`config.mk`:
```
export PLATFORM = sky130hd
export DESIGN_NAME = pc_branch_alu
export DESIGN_NICKNAME = d
export VERILOG_FILES = /design/src/rtl/pc_branch_alu_pkg.sv /design/src/rtl/mips_alu_core.sv /design/src/rtl/pc_branch_alu.sv
export SDC_FILE = /design/constraint.sdc
export NUM_CORES = 1
export LEC_CHECK = 0
export ABC_AREA = 1
export ABC_CLOCK_PERIOD_IN_PS = 5900
export BUFFER_PORTS_ARGS = -buffer_cell sky130_fd_sc_hd__buf_2
export CORE_MARGIN = 2
export CORE_UTILIZATION = 50
export CTS_BUF_LIST = sky130_fd_sc_hd__clkbuf_8
export DETAILED_ROUTE_END_ITERATION = 12
export GPL_TIMING_DRIVEN = 0
export HOLD_SLACK_MARGIN = 0.06
export PLACE_DENSITY = 0.78
export SYNTH_ARGS = -nofsm -noshare
export SYNTH_HDL_FRONTEND = slang
export SYNTH_SLANG_ARGS = --single-unit
```
`constraint.sdc`:
```
create_clock -name clk -period 5.9 [get_ports clk]
set_clock_uncertainty 0.2 [all_clocks]
set_input_delay 0.885 -clock clk [delete_from_list [all_inputs] [get_ports clk]]
set_output_delay 0.885 -clock clk [all_outputs]
set_load 0.02 [all_outputs]
```
`src/rtl/pc_branch_alu_pkg.sv`:
```
// Shared ALU opcode encoding and PC step size used by the PC/branch/ALU datapath.
package pc_branch_alu_pkg;

  typedef enum logic [2:0] {
    ALU_AND  = 3'b000,
    ALU_OR   = 3'b001,
    ALU_ADD  = 3'b010,
    ALU_XOR  = 3'b011,
    ALU_NOR  = 3'b100,
    ALU_SLTU = 3'b101,
    ALU_SUB  = 3'b110,
    ALU_SLT  = 3'b111
  } alu_op_e;

  localparam int PC_INCR = 4;

endpackage

```
`src/rtl/mips_alu_core.sv`:
```
// Purely combinational MIPS-style ALU; zero flag is taken from the final result.
module mips_alu_core
  import pc_branch_alu_pkg::*;
#(
  parameter int WIDTH = 32
) (
  input  logic [WIDTH-1:0] in_alu_1,
  input  logic [WIDTH-1:0] in_alu_2,
  input  logic [2:0]       alu_ctrl,
  output logic [WIDTH-1:0] alu_result,
  output logic             zero
);

  logic lt_signed;
  logic lt_unsigned;

  // Signed compare is done on the operands directly, so A-B overflow cannot corrupt SLT.
  assign lt_signed   = $signed(in_alu_1) < $signed(in_alu_2);
  assign lt_unsigned = in_alu_1 < in_alu_2;

  always_comb begin
    alu_result = '0;
    case (alu_ctrl)
      ALU_AND:  alu_result = in_alu_1 & in_alu_2;
      ALU_OR:   alu_result = in_alu_1 | in_alu_2;
      ALU_ADD:  alu_result = in_alu_1 + in_alu_2;
      ALU_XOR:  alu_result = in_alu_1 ^ in_alu_2;
      ALU_NOR:  alu_result = ~(in_alu_1 | in_alu_2);
      ALU_SLTU: alu_result = {{(WIDTH-1){1'b0}}, lt_unsigned};
      ALU_SUB:  alu_result = in_alu_1 - in_alu_2;
      ALU_SLT:  alu_result = {{(WIDTH-1){1'b0}}, lt_signed};
      default:  alu_result = '0;
    endcase
  end

  assign zero = (alu_result == '0);

endmodule

```
`src/rtl/pc_branch_alu.sv`:
```
// Program counter register with +4 incrementer, branch-target adder and the main ALU.
module pc_branch_alu
  import pc_branch_alu_pkg::*;
#(
  parameter int               WIDTH    = 32,
  parameter logic [WIDTH-1:0] RESET_PC = WIDTH'(32'h0000_0000)
) (
  input  logic             clk,
  input  logic             rst,
  input  logic             start,
  input  logic [WIDTH-1:0] address_start,
  input  logic [WIDTH-1:0] in_pc,
  input  logic             pc_write,
  output logic [WIDTH-1:0] pc,
  output logic [WIDTH-1:0] pc_next,
  input  logic [WIDTH-1:0] in_add_1,
  input  logic [WIDTH-1:0] in_add_2,
  output logic [WIDTH-1:0] out_add,
  input  logic [WIDTH-1:0] in_alu_1,
  input  logic [WIDTH-1:0] in_alu_2,
  input  logic [2:0]       alu_ctrl,
  output logic [WIDTH-1:0] alu_result,
  output logic             zero
);

  logic [WIDTH-1:0] pc_q;
  logic [WIDTH-1:0] pc_d;

  // start wins over pc_write so a (re)launch is never lost to a hazard stall.
  always_comb begin
    pc_d = pc_q;
    if (start) begin
      pc_d = address_start;
    end else if (pc_write) begin
      pc_d = in_pc;
    end
  end

  always_ff @(posedge clk) begin
    if (rst) begin
      pc_q <= RESET_PC;
    end else begin
      pc_q <= pc_d;
    end
  end

  assign pc      = pc_q;
  assign pc_next = pc_q + WIDTH'(PC_INCR);
  assign out_add = in_add_1 + in_add_2;

  mips_alu_core #(
    .WIDTH (WIDTH)
  ) u_alu (
    .in_alu_1   (in_alu_1),
    .in_alu_2   (in_alu_2),
    .alu_ctrl   (alu_ctrl),
    .alu_result (alu_result),
    .zero       (zero)
  );

endmodule

```
# --- Word level (Yosys, flattened, before mapping) ---
# Index checks and enable logic that the tools add are counted.
# Widths: inputs -> output; s select.
word_totals:
  input_bits: 199
  reg_bits: 32
  wordCells: 24
classes:
  reduce_logical: 3
  magnitude_cmp: 2
  muxes: 3
  bitwise_logic: 4
  n_addsub: 4
  n_eq_ne: 7
ops:
  columns: ["operator", "n"]
  rows:
  - ["$pmux 32 s8", 1]
  - ["$add 32x32->32", 2]
  - ["$lt 32x32->1", 2]
  - ["$mux 32", 2]
  - ["$add 32x3->32 const B", 1]
  - ["$and 32x32->32", 1]
  - ["$logic_not 32->1", 1]
  - ["$not 32->32", 1]
  - ["$or 32x32->32", 1]
  - ["$sub 32x32->32", 1]
  - ["$xor 32x32->32", 1]
  - ["$eq 3x3->1 const B", 4]
  - ["$eq 3x2->1 const B", 2]
  - ["$eq 3x1->1 const B", 1]
  - ["$logic_not 3->1", 1]
  - ["$reduce_bool 2->1", 1]

# --- Longest topological paths before layout ---
depth:
  ltp_word: 4
  ltp_mapped: 21
  mapped_depth_nobuf: 20

# --- Hierarchy ---
# A second synthesis with hierarchy kept.
hier_totals:
  hier_cells: 2355
  area_unflattened_um2: 12185.4
modules_own_cells:
  columns: ["module", "cells_each", "area_per_inst_um2", "n_inst"]
  rows:
  - ["mips_alu_core", 1486, 7337.0, 1]
  - ["pc_branch_alu", 869, 4848.4, 1]

# --- Worst setup path after synthesis ---
# Ideal clock, no wire load.
synth_timing:
  path_type: "in2out"
  from: "in in_alu_1[0]"
  to: "out zero"
  t_required_ps: 4815
  cell_stages: 18
  setup_slack_ps: 1771
  arrival_time_ps: 3044
  path_buffers: 0
  cell_sequence: "ha_1 inv_1 fa_1 inv_1 nand3_1 nand2_1 nand2_1 nand2_1 nand2_1 nand2_1 nand3_1 nand2_1 nand2_1 nand3_1 nand4_1 nor2_1 nand4_1 nor2_1"
synth_lines:
  columns: ["element", "line", "rtl"]
  rows:
  - ["start, declared", "pc_branch_alu.sv:19", "input logic [WIDTH-1:0] in_alu_1,"]
  - ["$sub 32x32->32 / $add 32x32->32 (equally long branches)", "mips_alu_core.sv:30, mips_alu_core.sv:26", null]
  - ["$pmux 32 s8 *", "mips_alu_core.sv:23", "case (alu_ctrl)"]
  - ["net alu_result[20]", "pc_branch_alu.sv:22", "output logic [WIDTH-1:0] alu_result,"]
  - ["$logic_not 32->1 *", "mips_alu_core.sv:36", "assign zero = (alu_result == '0);"]
  - ["end, declared", "pc_branch_alu.sv:23", "output logic zero"]
# Mark *: on every way through the listed nets, which the timed path passes. The rest lies on a longest branch.

# --- Worst setup path in the final report ---
layout_timing:
  from: "in in_alu_1[0]"
  to: "out zero"
layout_via:
  elab_chain_cells: 4
layout_rtl:
  columns: ["element", "line"]
  rows:
  - ["parallel branches: the longest is 2 deep, another holds $sub 32x32->32", null]
  - ["$pmux 32 s8 *", "mips_alu_core.sv:23"]
  - ["$logic_not 32->1 *", "mips_alu_core.sv:36"]
# Mark *: on every way between the ends.

==> metrics.md <==
| Metric | Value |
|---|---|
| Starting Density | 0.510 |
| Synthesis Warnings | 0 |
| Fin. Hold Viols | 0 |
| Pin count of the biggest net entering global routing | 11 |
| Post-synthesis cell area | between 10000 and 15000 um^2 |
| Post-DP HPWL | 38600 um |
| Ys flop type | dfxtp_1 |
| Worst-path clk slew | 0.07 ns |
| Top cell type's share of synthesized area | 0.224 |
| Reg2reg end | pc[6]$_SDFFE_PP0P_ |
| Crit start category | input port |
| Max reg flops | 32 |
| First-pass GRT wire length | around 67000 um |
| Reg-to-Reg Start | pc[6]$_SDFFE_PP0P_ |
| DP Area | roughly 13000 um^2 |
| Yosys reg bits | 32 |
| Crit path DAT | around 4.1 ns |
| CP Class | in2out |
| Clk Latency, worst-skew pair | a little under 0.3 ns |
| Post-DRT Antenna Nets | 0 |
| Die area | roughly 23000 um^2 |
| IO Pins | between 300 and 400 |
| R2R depth | 4 |
| Gpl congestion | around 1 |
| Wire per inst | between 15 and 20 um |
| Async SR Flop Fraction | 0 |
| Tcrit/Tclk final | 0.872 |
| DRC errors left | 0 |
| Hold_sp | pc[1]$_SDFFE_PP0P_ |
| Share of layout cells above drive strength 1 | 0.170 |
| Hold-fix buffers, CTS | 0 |
| Drt initial violations | about 1200 |
| Worst Hold Depth | 4 |
| CTS tree | yes |
| Clock sink count | 32 |
| Die height | 150 um |
| CP top delay family | simple AND/OR/NAND/NOR gates |
| Die width | around 150 um |
| Final Worst Setup Slack | around 0.75 ns |
| CP max stage delay | ~0.40 ns |
| Max Cap Viol | 0 |
| Mapped Nets | between 2000 and 2500 |
| WP data required | roughly 4.8 ns |
| Most frequent cells in the layout | nand2_1 (639), inv_1 (416), buf_2 (349) |
| Synthesized area per cell | approximately 5.3 um^2 |
| Worst Hold End | pc[1]$_SDFFE_PP0P_ |
| Leak | between 7 and 8 nW |
| Initial antenna violation count | 4 |
| CTS Root Cell | clkbuf_8 |
| RSZ-0062 raised after global routing | false |
| Area leader, netlist | nand2_1 |
| Multi-input gate area | around 8200 um^2 |
| Syn Inst Count | roughly 2000 |
| Filler cell count | about 2200 |
| Synth-to-layout area growth | 19.4% |
| Fmax achieved | 194 MHz |
| Cts repair resizes | 0 |
| Final Util | 0.609 |
| Number of global-route vias before repair | ~13000 |
| Largest cells by area after synthesis | nand2_1 (22%), ha_1 (15%), inv_1 (15%), nand3_1 (8.6%), nor2_1 (6.2%) |
| Worst hold path type | reg2reg |
| Cell-by-cell trace of the critical path | buf_2 -> inv_1 -> ha_1 -> fa_1 -> inv_1 -> nand2_1 -> nand2_1 -> nand3_1 -> nand2_1 -> nand2_1 -> nand2_1 -> nand2_1 -> nand3_1 -> nand3_1 -> nand2_1 -> nand2_1 -> nor2_1 -> nand3_1 -> nor2_1 -> nand2_1 -> nor2_1 -> buf_2 |
| Total Neg Setup Slack | 0 ns |
| Slowest CP cell | fa_1 |
| Seq/Total Area, Yosys | 0.0597 |
| Design area | between 10000 and 15000 um^2 |
| Area occupied by registers | about 640 um^2 |
| Crit. End Element | output pin |
| CTS buffer count | 5 |
| NumNets Final | ~2700 |
| Outcome | completed |
| Overflow after GRT | 0 |
| Worst reg2reg setup slack | 4.82 ns |
| Power Total | between 1.5 and 2 mW |
| H-tree depth | 2 |
| Vias per inst | approximately 5.4 |
| Pre-CTS WS | 0.909 ns |
| CP max FO | 3 |
| Vias | about 14000 |
| Placement row count | 53 |
| Sum of buffers and inverters on the critical path | 4 |
| Commonest non-fill, non-tap cell in the layout | nand2_1 |
| Slew Limit Fails | 0 |
| Distinct cells, synth | between 40 and 50 |
| Cell area power density | between 100 and 150 nW/um^2 |
| Worst-Margin Slew | 0.767 ns |
| VDD IR max | between 0.08 and 0.09 mV |
| Number of flops mapped to enable cells by yosys | 0 |
| Max-slew headroom | 0.489 |
| Routed WL | about 45000 um |
| Most common cell on crit path | nand2_1 |
| Core ar. | 21000 um^2 |
| Setup Buffers After CTS | 0 |
| Pre-antenna DRT Iters | 5 |
| Port Buffers | approximately 330 |
| Gr usage total | 0.381 |
| Final setup viols | 0 |
| Longest Clk Path Bufs | 2 |
| Period minus WS final | between 5 and 6 ns |
-- metrics by stage --
stage	hold slack, ns	cells
final	0.390	2644
after global routing	0.451	2643
after CTS	0.386	2640
after detailed placement	0.372	2633
after global placement	0.372	2633
after floorplan	0.450	2033
-- routing by layer --
layer  wire length, um  share of wire  GRT usage  up-vias
met5                13        0.00029          0        -
met4              2120          0.047      0.171        2
met3              3990          0.089     0.0500      120
li1                  -              -          -     6998
met1             18100           0.40      0.480     6368
met2             20700           0.46      0.644      729
-- cells by family after synthesis --
family,synth area share
AND/OR/NAND/NOR,0.433
adder cells (fa/ha/maj),0.158
XOR/XNOR,0.0490
buffers and inverters,0.175
flip-flops,0.0597
AO/OA/AOI/OAI,0.125
-- report_power, final --
part / switching [mW] / total, mW / internal [mW] / leakage (nW)
registers: 0.0154 / 0.246 / 0.231 / 0.265
logic: 0.855 / 1.26 / 0.406 / 7.64
clock network: 0.0858 / 0.190 / 0.104 / 0.0504
total: 0.956 / 1.70 / 0.740 / 7.95
-- layout make-up --
cell class                      count  area share
Multi-Input combinational cell   1521       0.641
Timing Repair Buffer              325       0.127
Inverter                          421       0.123
Sequential cell                    32      0.0500
Tap cell                          275      0.0269
Buffer                             59      0.0235
Clock buffer                        7     0.00752
Antenna cell                        4    0.000782
-- cell usage after synthesis, types with 29 or more instances --
cell type,n
nand2_1,639
inv_1,416
nand3_1,184
nor2_1,176
ha_1,131
a21oi_1,84
o21ai_0,72
xor2_1,52
dfxtp_1,32
nand4_1,29
nor3_1,29
-- worst max-delay path by stage --
stage | from | end | slack (ns) | cells after the start
CTS | in_alu_1[0] | zero | 0.90 | 22
detailed placement | in_alu_1[0] | zero | 0.91 | 22
finish | in_alu_1[0] | zero | 0.75 | 22
floorplan | in_alu_1[0] | zero | 1.77 | 18
global route | in_alu_2[0] | zero | 0.65 | 22
global placement | in_alu_1[0] | zero | 0.91 | 22
-- worst reg2reg max path, cell delays in order, from the launching register on --
cell      delay (ns)
dfxtp_1         0.40
inv_1           0.11
o211ai_1        0.19
nand2_1         0.07
inv_1           0.06
Note: power is estimated with default switching activity, not from simulation.
